===== src/rtl/serial_mem_loader.sv =====
// Serial boot loader: parses a framed load command from the UART byte stream,
// writes full words into instruction/data RAM while pausing the core, and replies ACK/NAK.
module serial_mem_loader #(
    parameter int          TIMEOUT  = 1000000,
    parameter logic [7:0]  ACK_BYTE = 8'h06,
    parameter logic [7:0]  NAK_BYTE = 8'h15
) (
    input  logic        clk,
    input  logic        rst,
    input  logic [7:0]  rx_data,
    input  logic        rx_valid,
    output logic [7:0]  tx_data,
    output logic        tx_valid,
    input  logic        tx_ready,
    output logic        pause_o,
    output logic [31:0] addr_o,
    output logic [31:0] dout_o,
    output logic [3:0]  wr_en_o,
    output logic        load_ok_o,
    output logic        load_err_o
);

    typedef enum logic [2:0] {IDLE, ADDR, CNT, DATA, CSUM, ACK} state_t;

    localparam logic [7:0]  SYNC     = 8'h55;
    localparam logic [31:0] TMO_LAST = 32'(TIMEOUT - 1);

    state_t      state;
    logic [1:0]  byte_idx;
    logic [15:0] word_cnt;
    logic [31:0] cur_addr;
    logic [23:0] word_sh;
    logic [7:0]  sum;
    logic [31:0] tmo_cnt;

    logic in_frame;
    assign in_frame = (state == ADDR) || (state == CNT) || (state == DATA) || (state == CSUM);

    always_ff @(posedge clk or posedge rst) begin
        if (rst) begin
            state      <= IDLE;
            byte_idx   <= '0;
            word_cnt   <= '0;
            cur_addr   <= '0;
            word_sh    <= '0;
            sum        <= '0;
            tmo_cnt    <= '0;
            tx_data    <= '0;
            tx_valid   <= 1'b0;
            pause_o    <= 1'b0;
            addr_o     <= '0;
            dout_o     <= '0;
            wr_en_o    <= '0;
            load_ok_o  <= 1'b0;
            load_err_o <= 1'b0;
        end else begin
            wr_en_o    <= '0;
            load_ok_o  <= 1'b0;
            load_err_o <= 1'b0;

            // A byte arriving on the expiry cycle keeps the frame alive.
            if (in_frame && !rx_valid && tmo_cnt == TMO_LAST) begin
                state      <= IDLE;
                pause_o    <= 1'b0;
                load_err_o <= 1'b1;
                tmo_cnt    <= '0;
                byte_idx   <= '0;
            end else begin
                if (rx_valid || !in_frame)
                    tmo_cnt <= '0;
                else
                    tmo_cnt <= tmo_cnt + 32'd1;

                case (state)
                    IDLE: begin
                        if (rx_valid && rx_data == SYNC) begin
                            state    <= ADDR;
                            pause_o  <= 1'b1;
                            byte_idx <= '0;
                            sum      <= '0;
                        end
                    end
                    ADDR: begin
                        if (rx_valid) begin
                            cur_addr <= {cur_addr[23:0], rx_data};
                            byte_idx <= byte_idx + 2'd1;
                            if (byte_idx == 2'd3)
                                state <= CNT;
                        end
                    end
                    CNT: begin
                        if (rx_valid) begin
                            word_cnt <= {word_cnt[7:0], rx_data};
                            if (byte_idx[0]) begin
                                byte_idx <= '0;
                                state    <= ({word_cnt[7:0], rx_data} == 16'd0) ? CSUM : DATA;
                            end else begin
                                byte_idx <= 2'd1;
                            end
                        end
                    end
                    DATA: begin
                        if (rx_valid) begin
                            word_sh  <= {word_sh[15:0], rx_data};
                            sum      <= sum + rx_data;
                            byte_idx <= byte_idx + 2'd1;
                            if (byte_idx == 2'd3) begin
                                // Low address bits are dropped here so the
                                // running address stays a plain counter.
                                wr_en_o  <= 4'b1111;
                                addr_o   <= {cur_addr[31:2], 2'b00};
                                dout_o   <= {word_sh, rx_data};
                                cur_addr <= cur_addr + 32'd4;
                                word_cnt <= word_cnt - 16'd1;
                                if (word_cnt == 16'd1)
                                    state <= CSUM;
                            end
                        end
                    end
                    CSUM: begin
                        if (rx_valid) begin
                            tx_valid <= 1'b1;
                            state    <= ACK;
                            if (rx_data == sum) begin
                                tx_data   <= ACK_BYTE;
                                load_ok_o <= 1'b1;
                            end else begin
                                tx_data    <= NAK_BYTE;
                                load_err_o <= 1'b1;
                            end
                        end
                    end
                    ACK: begin
                        if (tx_ready) begin
                            tx_valid <= 1'b0;
                            pause_o  <= 1'b0;
                            state    <= IDLE;
                        end
                    end
                    default: state <= IDLE;
                endcase
            end
        end
    end

endmodule

===== config.mk =====
export PLATFORM = sky130hd
export DESIGN_NAME = serial_mem_loader
export DESIGN_NICKNAME = d
export VERILOG_FILES = /design/src/rtl/serial_mem_loader.sv
export SDC_FILE = /design/constraint.sdc
export NUM_CORES = 1
export LEC_CHECK = 0
export CAP_MARGIN = 20
export CORE_AREA = 2 2 119 237
export CTS_CLUSTER_DIAMETER = 200
export DETAILED_ROUTE_END_ITERATION = 10
export DIE_AREA = 0 0 121 239
export PLACE_DENSITY = 0.52
export REMOVE_ABC_BUFFERS = 1
export SETUP_SLACK_MARGIN = 0.2
export SLEW_MARGIN = 20
export SYNTH_ARGS = -nofsm -noshare
export SYNTH_HDL_FRONTEND = slang
export SYNTH_SLANG_ARGS = --single-unit

===== constraint.sdc =====
create_clock -name clk -period 11.4 [get_ports clk]
set_input_delay 3.42 -clock clk [delete_from_list [all_inputs] [get_ports clk]]
set_output_delay 3.42 -clock clk [all_outputs]
set_load 0.02 [all_outputs]

After elaboration in Yosys (flattened, before gate mapping)
Index checks and enable logic that the tools add are counted.

Bits in registers: 195. Input port bits: 12. Output and inout port bits: 80. Word-level logic and storage cells: 128.

Add/sub/neg operators: 5. Eq/ne operators: 28. Multiplexer cells: 51. Bitwise logic cells: 1. Reduce and logical (&&, ||, !) cells: 28.

Operators with widths (count): 2-to-1 mux 32 bit (5); case mux 32 bit (2 select lines) (1); 2-to-1 mux 16 bit (3); 2-to-1 mux 3 bit (12); adder 32 x 1 -> 32 bit, second input constant (1); adder 32 x 3 -> 32 bit, second input constant (1); equality test 32 x 20 -> 1 bit, second input constant (1); case mux 16 bit (2 select lines) (1); case mux 3 bit (6 select lines) (1); equality test 16 x 1 -> 1 bit, second input constant (1); logical NOT 16 bit (1); 2-to-1 mux 4 bit (4); 2-to-1 mux 8 bit (2); case mux 8 bit (2 select lines) (1); AND reduction 4 bit (4); subtractor 16 x 1 -> 16 bit, second input constant (1); inequality test 3 x 2 -> 1 bit, second input constant (5); 2-to-1 mux 1 bit (13); inequality test 2 bit, second input constant (6); inequality test 3 x 1 -> 1 bit, second input constant (4); AND reduction 10 bit (1); AND reduction 5 bit (2); AND reduction 3 bit (3); adder 8 bit (1); other kinds (22) (38).

Longest topological paths before layout
Depth in word-level cells: 8. Gate-level depth with buffers: 9. Depth with buffers taken out: 7.

Least setup slack after synthesis
No wires, ideal clock.

Path kind: in2reg. From: input rx_data[0]. To: register sum[6]. Library setup time: 0.124 ns. Arrival time: 4.961 ns. Required time: 11.276 ns. Path slack: 6.315 ns. Stages: 7. Buffers on the path: 0. Path through: ha_1 fa_1 a21o_1 a21oi_1 o21bai_1 mux2_2 a211o_1.

Longest elaborated chain between the ends: 4.

RTL lines: start: declaration (line 10) `input logic [7:0] rx_data,`; branches (longest 4 deep; another with adder 8 bit); end signal: assignment (line 105) `sum <= sum + rx_data;`; end: declaration (line 33) `logic [7:0] sum;`.

Several ways; the timed one is not identified. The select of a mux whose other input is x is not followed. A chain may end at the register's enable or synchronous reset.

Worst setup path after layout
From: input rx_valid. To: register cur_addr[29].

Longest elaborated chain between the ends: 5.

RTL lines: start: declaration (line 11) `input logic rx_valid,`; logical NOT 1 bit (line 62) `if (in_frame && !rx_valid && tmo_cnt == TMO_LAST) begin`; logical AND 1 bit (2 in a row) (line 62); inverter 1 bit (no line); AND reduction 5 bit (no line) *; end signal: assignment (line 85) `cur_addr <= {cur_addr[23:0], rx_data};`; end signal: assignment (line 113) `cur_addr <= cur_addr + 32'd4;`; end: declaration (line 31) `logic [31:0] cur_addr;`.

Every way passes the cells marked *; elsewhere a longest branch is shown, timed or not.

==> flow_results.org <==
** Run status
- Run status :: complete, no violations

** Finish
- The net count of the finished layout is 1087.
- Fraction of final layout cells sized beyond drive strength 1 :: 8.19%
- Counting the fill cells in the layout gives 2720.
- Excluding fillers, the count of instances in the completed layout stands at 1426.
- Utilization after layout :: 40.3%
- Final instance area :: 11000 sq um
- From synthesis to final layout, the design area changed by 17.4%.
- The repair_antennas step left the layout with diodes totalling 0.

** Drt
- Routed Antenna Nets :: 0
- In the routed layout, each cell is associated on average with a via count of 5.23.
- Detailed-route wire length per cell :: 16.2 um
- Detailed-routing iteration count for the pre-antenna-repair pass :: 4
- After detailed routing, the total wire length is 23.1 mm.
- Initial detailed-routing violation count :: 441
- After detailed routing, the number of remaining DRC violations is 0.
- Detailed routing inserted a total of 7461 vias.

** Clocking
- Num CTS Buffers :: 17
- Cts hold-fix bufs :: 0
- Counting along the longest clock path gives a buffer depth of 2.
- After clock tree synthesis, the repair step resized 0 gates.
- After clock tree synthesis, the clock-pin slew on the worst setup and hold paths is 0.07 ns.
- In this run the clock root is driven by a sky130_fd_sc_hd__clkbuf_16.
- CTS saw 187 sinks.
- Clock H-tree levels :: 4
- TritonCTS built the clock tree.
- Post-CTS setup repair buffer count :: 0
- The later pin in the worst-skew pair is clocked with a latency of 0.45 ns.

** Timing
- Timing would allow up to 0.166 GHz.
- Summed negative setup slack over all endpoints :: 0 ns
- The clock period could shrink to 6.04 ns.
- In the post-route analysis, the smallest setup slack over all paths is 5.36 ns.
- Smallest hold slack :: 0.452 ns
- The final-report max-slew violation count is 0.
- Worst-margin pin slew :: 1.01 ns
- The count of final hold-check violations is 0.
- Setup repair after global routing left no endpoint under its margin.
- Clock skew on the completed layout was measured at 0.00781 ns.
- Final clock period utilization by the worst path :: 52.9%
- Setup violations remaining at the end of the flow were counted as 0.
- Worst slew margin relative to its limit :: 32.4%

** Pwr
- Total power per unit cell area :: 260 nW/um^2
- Internal power comes to 1.73 mW.
- Largest vdd supply drop :: 0.113 mV
- Switching share of power :: 39.3%
- Part of the total power dissipated in combinational logic :: 38.2%
- Leakage Power :: 4.78 nW
- Share of power burned in the clock network :: 21.1%
- Total net switching power :: 1.12 mW
- Sequential cells burn 40.6% of the power.
- The design draws 2.85 mW.

** Die
- Site row count :: 86
- From bottom edge to top edge, the die measures 239 um.
- Initial Util :: 34.4%
- The die covers 28900 sq um.
- Std-Cell Core Area :: 27200 sq um
- From left edge to right edge, the die measures 121 um.
- Boundary Pins :: 92

** Critical path
- Maximum fanout along the worst path :: 57
- Worst-path cell with the longest stage delay :: sky130_fd_sc_hd__clkdlybuf4s50_1
- Critical path capture point type :: register
- The worst setup path is launched from an input pin.
- For this run, the slowest stage of the critical path takes 0.87 ns.
- Setup slack of the worst register-to-register path :: 8.55 ns
- The critical path is of the input pin to register type.
- Crit-path cells :: clkdlybuf4s50_1 -> and3b_1 -> o21a_1 -> buf_4 -> nand2_2 -> inv_2 -> nand3_1 -> o221a_2
- Arrival time at the worst endpoint :: 6.38 ns
- Data required time at the worst endpoint :: 11.74 ns

** Logic synthesis
- By area the synthesized netlist is led by sky130_fd_sc_hd__dfrtp_1 (50%), sky130_fd_sc_hd__nand2_1 (9.3%), sky130_fd_sc_hd__mux2_2 (3.4%).
- Synthesized flop and latch total :: 187
- Summed over all instances, the cell type with the most area after synthesis is sky130_fd_sc_hd__dfrtp_1.
- A synthesized cell averages 9.21 sq um.
- Portion of the post-synthesis area used by sequential elements :: 50.0%
- The cell area that synthesis handed to floorplanning was 9350 sq um.
- Yosys mapped a number of flops with a built-in enable equal to 0.
- By instance count, the leading cell after synthesis is sky130_fd_sc_hd__nand2_1.
- In the synthesized netlist the dominant register cell turns out to be sky130_fd_sc_hd__dfrtp_1.
- Post-synth top area share :: 50.0%
- After technology mapping, the gate count stands at 1015.
- The commonest cells after synthesis are sky130_fd_sc_hd__nand2_1 (232), sky130_fd_sc_hd__dfrtp_1 (187), sky130_fd_sc_hd__a21oi_1 (60), sky130_fd_sc_hd__nor2_1 (60), sky130_fd_sc_hd__o21ai_0 (45).
- For this run, asynchronously set or reset flops after synthesis account for 100%.
- YS warnings :: 0
- After synthesis, the netlist uses 70 different library cells.

** Placement
- Placer congestion estimate :: 0.772
- The number of placed instances, taps included, is 1394.
- Number of port buffers :: 85
- Before CTS, the worst setup slack after placement is 4.85 ns.
- Once placement finished, the instance area stood at 10400 sq um.
- Detailed placement HPWL :: 14.8 mm

** Run
- Maximum capacitance violations :: 0

** Global route
- For this run, global-route usage on met1 was measured as 22.6%.
- The number of antenna violations at the first check in global routing came to 0.
- In this run the most used layer during global routing was met2.
- For met3 alone, demand over resource in global routing was 3.75%.
- Global routing used 16.9% of the available tracks.
- Entering global routing, the biggest net connects 114 pins.
- Global-route wire length before repair :: 38.9 mm
- Global routing finished with a remaining overflow of 0.
- The via count of the first global-routing pass is 7463.
- Met2 Use GR :: 26.8%

** Worst hold path
- Type of the tightest min-delay check :: register to register
[kinds of logic after synthesis]
kind of cell,synth area share [%]
compound gates,14.0
xor+xnor,2.72
fa+ha+maj,1.95
buf+inv,4.92
flops,50.0
mux,3.69
other cells,0.0401
simple gates,22.6
[area by class of cell]
class	count	area (sq um)	share of cell area (%)
sequential	187	4680	42.6
clock inverter	14	163	1.48
timing repair buffer	93	911	8.29
inverter	29	116	1.06
clock buffer	18	429	3.91
multi-input combinational	733	4240	38.6
tap	352	440	4.01
[power groups by stage]
| stage | sequential, mW | clock [mW] | combinational (mW) |
|---|---|---|---|
| 3_3_place_gp | 1.16 | 0 | 1.08 |
| 6_report | 1.16 | 0.603 | 1.09 |
| 2_1_floorplan | 1.23 | 0 | 0.590 |
| 4_1_cts | 1.16 | 0.624 | 1.10 |
| 3_5_place_dp | 1.17 | 0 | 1.10 |
| 5_1_grt | 1.20 | 0.651 | 1.21 |
[cells in the final DEF (no fill, tap or decap), drive strengths merged, types with 16 or more instances in the layout]
master         synthesis  layout
clkdlybuf4s50          0      85
xnor2                 21      21
nor3                  30      30
nand4                 24      24
clkbuf                30      18
nor2                  60      60
nand2                232     232
nand3                 37      37
dfrtp                187     187
o21ai                 48      48
a21oi                 60      60
mux2                  28      28
nor4                  16      16
inv                   29      33
[worst max-delay path: cells and delay by family]
kind / cells / cell delay (ns)
buffers and inverters: 3 / 1.95
and+or+nand+nor: 3 / 0.59
AOI/OAI and AO/OA: 2 / 0.42
[layer usage]
layer | wire [um] | share of wire (%) | vias to the layer above
li1 | - | - | 3639
met1 | 10800 | 47 | 3642
met2 | 11000 | 48 | 156
met3 | 863 | 3.7 | 24
met4 | 385 | 1.7 | 0
met5 | 0 | 0 | -
[registers in the layout, indices dropped and copies added, names as in the netlist, 3 cells and up]
name      flops
addr_o       30
cur_addr     32
dout_o       32
state         3
sum           8
tmo_cnt      32
tx_data       3
word_cnt     16
word_sh      24
[worst paths after layout]
check                                     startpoint                       end  cells past startpoint
worst max-delay path                        rx_valid  cur_addr[29]$_DFFE_PP0P_                      8
worst min-delay path            tmo_cnt[0]$_DFF_PP0_      tmo_cnt[0]$_DFF_PP0_                      1
worst max register to register  state[2]$_DFFE_PP0P_  cur_addr[29]$_DFFE_PP0P_                      7
worst min register to register  tmo_cnt[0]$_DFF_PP0_      tmo_cnt[0]$_DFF_PP0_                      1
max in group asynchronous                        rst     tmo_cnt[16]$_DFF_PP0_                      3
min in group asynchronous                        rst   word_sh[11]$_DFFE_PP0P_                      2
(Power assumes the default switching activity.)
